[config.mk]
export PLATFORM = sky130hd
export DESIGN_NAME = be_chunk_pick
export DESIGN_NICKNAME = d
export VERILOG_FILES = /design/src/rtl/be_cycle_sequencer_pkg.sv /design/src/rtl/be_cycle_sequencer_chunk_pick.sv
export SDC_FILE = /design/constraint.sdc
export NUM_CORES = 1
export LEC_CHECK = 0
export ABC_AREA = 1
export CORE_AREA = 2 2 39 41
export DETAILED_ROUTE_END_ITERATION = 10
export DIE_AREA = 0 0 41 43
export REMOVE_ABC_BUFFERS = 1
export SLEW_MARGIN = 25
export SYNTH_ARGS = -nofsm -noshare
export SYNTH_HDL_FRONTEND = slang
export SYNTH_SLANG_ARGS = --single-unit
[constraint.sdc]
create_clock -name vclk -period 1.12
set_input_delay 0.224 -clock vclk [all_inputs]
set_output_delay 0.224 -clock vclk [all_outputs]
set_load 0.02 [all_outputs]
[src/rtl/be_cycle_sequencer_pkg.sv]
// Shared definitions for the byte-enable to MC68040 cycle sequencer.
//   - SIZ encodings driven on the 68040 SIZ[1:0] pins
//   - sequencer state enumeration
//   - byte-lane bit indices (bit order matches BEn/LANEn)
package be_cycle_sequencer_pkg;

  localparam logic [1:0] SIZ_LONG = 2'b00;
  localparam logic [1:0] SIZ_BYTE = 2'b01;
  localparam logic [1:0] SIZ_WORD = 2'b10;

  typedef enum logic [1:0] {
    StIdle,
    StIssue,
    StWaitAck,
    StComplete
  } state_e;

  // Lane index in BEn/LANEn/REM; UU is the byte at A=00, LL the byte at A=11.
  localparam int unsigned LANE_UU = 3;
  localparam int unsigned LANE_UM = 2;
  localparam int unsigned LANE_LM = 1;
  localparam int unsigned LANE_LL = 0;

endpackage

[src/rtl/be_cycle_sequencer_chunk_pick.sv]
// be_chunk_pick: combinational chunk picker.
// Chooses the next legal 68040 transfer from the mask of byte lanes still to be
// served, lowest address first, widest legal size at that address.
// Ports:
//   rem_i   [3:0]  active-high remaining lanes (UU..LL)
//   addr_o  [1:0]  A[1:0] of the chosen transfer
//   siz_o   [1:0]  SIZ code of the chosen transfer
//   lane_o  [3:0]  active-high lanes covered by the chosen transfer
module be_chunk_pick
  import be_cycle_sequencer_pkg::*;
(
  input  logic [3:0] rem_i,
  output logic [1:0] addr_o,
  output logic [1:0] siz_o,
  output logic [3:0] lane_o
);

  always_comb begin
    addr_o = 2'b00;
    siz_o  = SIZ_LONG;
    lane_o = 4'b0000;
    if (rem_i == 4'b1111) begin
      lane_o = 4'b1111;
    end else if (rem_i[LANE_UU] && rem_i[LANE_UM]) begin
      siz_o           = SIZ_WORD;
      lane_o[LANE_UU] = 1'b1;
      lane_o[LANE_UM] = 1'b1;
    end else if (rem_i[LANE_UU]) begin
      siz_o           = SIZ_BYTE;
      lane_o[LANE_UU] = 1'b1;
    end else if (rem_i[LANE_UM]) begin
      addr_o          = 2'b01;
      siz_o           = SIZ_BYTE;
      lane_o[LANE_UM] = 1'b1;
    end else if (rem_i[LANE_LM] && rem_i[LANE_LL]) begin
      addr_o          = 2'b10;
      siz_o           = SIZ_WORD;
      lane_o[LANE_LM] = 1'b1;
      lane_o[LANE_LL] = 1'b1;
    end else if (rem_i[LANE_LM]) begin
      addr_o          = 2'b10;
      siz_o           = SIZ_BYTE;
      lane_o[LANE_LM] = 1'b1;
    end else if (rem_i[LANE_LL]) begin
      addr_o          = 2'b11;
      siz_o           = SIZ_BYTE;
      lane_o[LANE_LL] = 1'b1;
    end
  end

endmodule

==> results.json <==
{
  "cp_cell_sequence": "buf_8 -> inv_4 -> ha_4 -> inv_2 -> a21oi_2 -> buf_4",
  "grt_pass1_wl_um": 517,
  "synthCells": 25,
  "setup_viol": 0,
  "pre_cts_ws_ps": -935,
  "drcViolationCount": 0,
  "dr.first_iter.drc_count": 0,
  "first_pass_iters": 1,
  "core_um2": 1380,
  "synth_top_cell_by_area": "ha_1",
  "crit_fanout": 3,
  "fill_cells": 166,
  "path_class": "primary input to primary output",
  "dp.cells": 54,
  "postLayoutCoreUtil": 0.227,
  "period_needed_ps": 1110,
  "synthTopCellsByCount": "nand2_1, inv_1, ha_1, clkbuf_1, nor2_1",
  "first_global_vias": 149,
  "ioPinCount": 12,
  "antenna_cells": 0,
  "synth.most_common_cell": "nand2_1",
  "seq_cells": 0,
  "setup_slack_ps": 8.78,
  "design_area_um2": 314,
  "peakVddDrop_mv": 0.0527,
  "syn_area_um2": 128,
  "vias_per_cell": 3.49,
  "port-buffer-count": 12,
  "vias": 192,
  "layout.nets": 48,
  "yosysSeqAreaShare": 0,
  "slew_viol_final": 0,
  "start_kind": "primary input",
  "slew_headroom": 0.862,
  "ant_nets": 0,
  "tightest_slew_ps": 208,
  "total_leakage_power_nw": 0.168,
  "tns_ps": 0,
  "synth_warnings": 0,
  "die-area_um2": 1760,
  "clkbuf_count": 0,
  "drive_above_1_share": 0.641,
  "routabilityCongestion": 0.511,
  "slowest_stage": "ha_4",
  "start_util": 0.0922,
  "rsz0062_at_grt": "true",
  "yosysUniqueCellTypes": 10,
  "cp.required_ps": 900,
  "rows": 14,
  "worstSetupEndpointType": "primary output",
  "hold_path_class": "primary input to primary output",
  "wl_per_cell_um": 7.58,
  "p_per_area_nw_per_um2": 404,
  "placed_cell_area_um2": 283,
  "worst_hold_slack_ps": 781,
  "syn_area_per_cell_um2": 5.10,
  "total_power_uw": 127,
  "grt.overflow.total": 0,
  "hold_violations": 0,
  "slowest_delay_ps": 250,
  "synth_area_leaders": "ha_1, nand2_1, inv_1",
  "antenna_found_initial": 0,
  "die_h_um": 43,
  "yosysTopAreaCellShare": 0.294,
  "worstPathArrival_ps": 890,
  "path_delay_family": "buffers and inverters",
  "instances_no_fill": 55,
  "grt_usage": 0.0380,
  "clock.fmax_mhz": 900,
  "grt_max_degree": 6,
  "maxCapViolCount": 0,
  "cp_num_buf_inv": 4,
  "fp.dieW_um": 41,
  "wirelength_um": 417,
  "regArea_um2": 0,
  "finalCritPeriodShare": 0.992,
  "area_delta_synth_final_pct": 146,
  "outcome": "finished clean"
}
timing repair:
item | 4_1_cts | 5_1_grt
endpoints found under the setup margin | 8 | 4
gates cloned | 0 | 0
gates resized for setup | 56 | 7
pin swaps | 4 | 3
setup buffers | 1 | 0
hold buffers | 0 | 0
final timing paths:
path      from   endpoint  depth (start not counted)
max   rem_i[0]   siz_o[0]                          6
min   rem_i[3]  addr_o[1]                          3
where the power goes:
| group | internal (mW) | total, mW | switching, mW | leakage [nW] |
|---|---|---|---|---|
| logic | 0.0583 | 0.127 | 0.0686 | 0.168 |
| clock network | 0 | 0 | 0 | 0 |
| registers | 0 | 0 | 0 | 0 |
| total | 0.0583 | 0.127 | 0.0686 | 0.168 |
layer usage:
layer,vias to the layer above,GRT usage,wire (um),share of wire
li1,101,-,-,-
met1,81,0.0380,143,0.34
met2,10,0.0813,221,0.53
met3,0,0,51,0.12
met4,0,0,0,0
met5,-,0,0,0
cell families after synthesis:
| kind of cell | count (synthesis) | share of synthesized area |
|---|---|---|
| AND/OR/NAND/NOR | 14 | 0.461 |
| buffers and inverters | 7 | 0.206 |
| adder cells (fa/ha/maj) | 3 | 0.294 |
| AO/OA/AOI/OAI | 1 | 0.0392 |
area by class of cell:
type | instances | area (um^2) | share of cell area
Multi-Input combinational cell | 18 | 140 | 0.446
Tap cell | 16 | 20.0 | 0.0637
Inverter | 5 | 23.8 | 0.0757
Timing Repair Buffer | 16 | 130 | 0.414
cells in the final DEF, fill, tap and decap left out:
cell	instances
a21oi_2	1
buf_2	6
buf_4	4
buf_6	2
buf_8	2
dlygate4sd2_1	2
ha_2	1
ha_4	2
inv_1	1
inv_2	2
inv_4	2
nand2_1	9
nand2_2	1
nor2_1	1
nor2_2	1
nor2_4	1
nor3_1	1
Power figures use the tool's default switching activity.
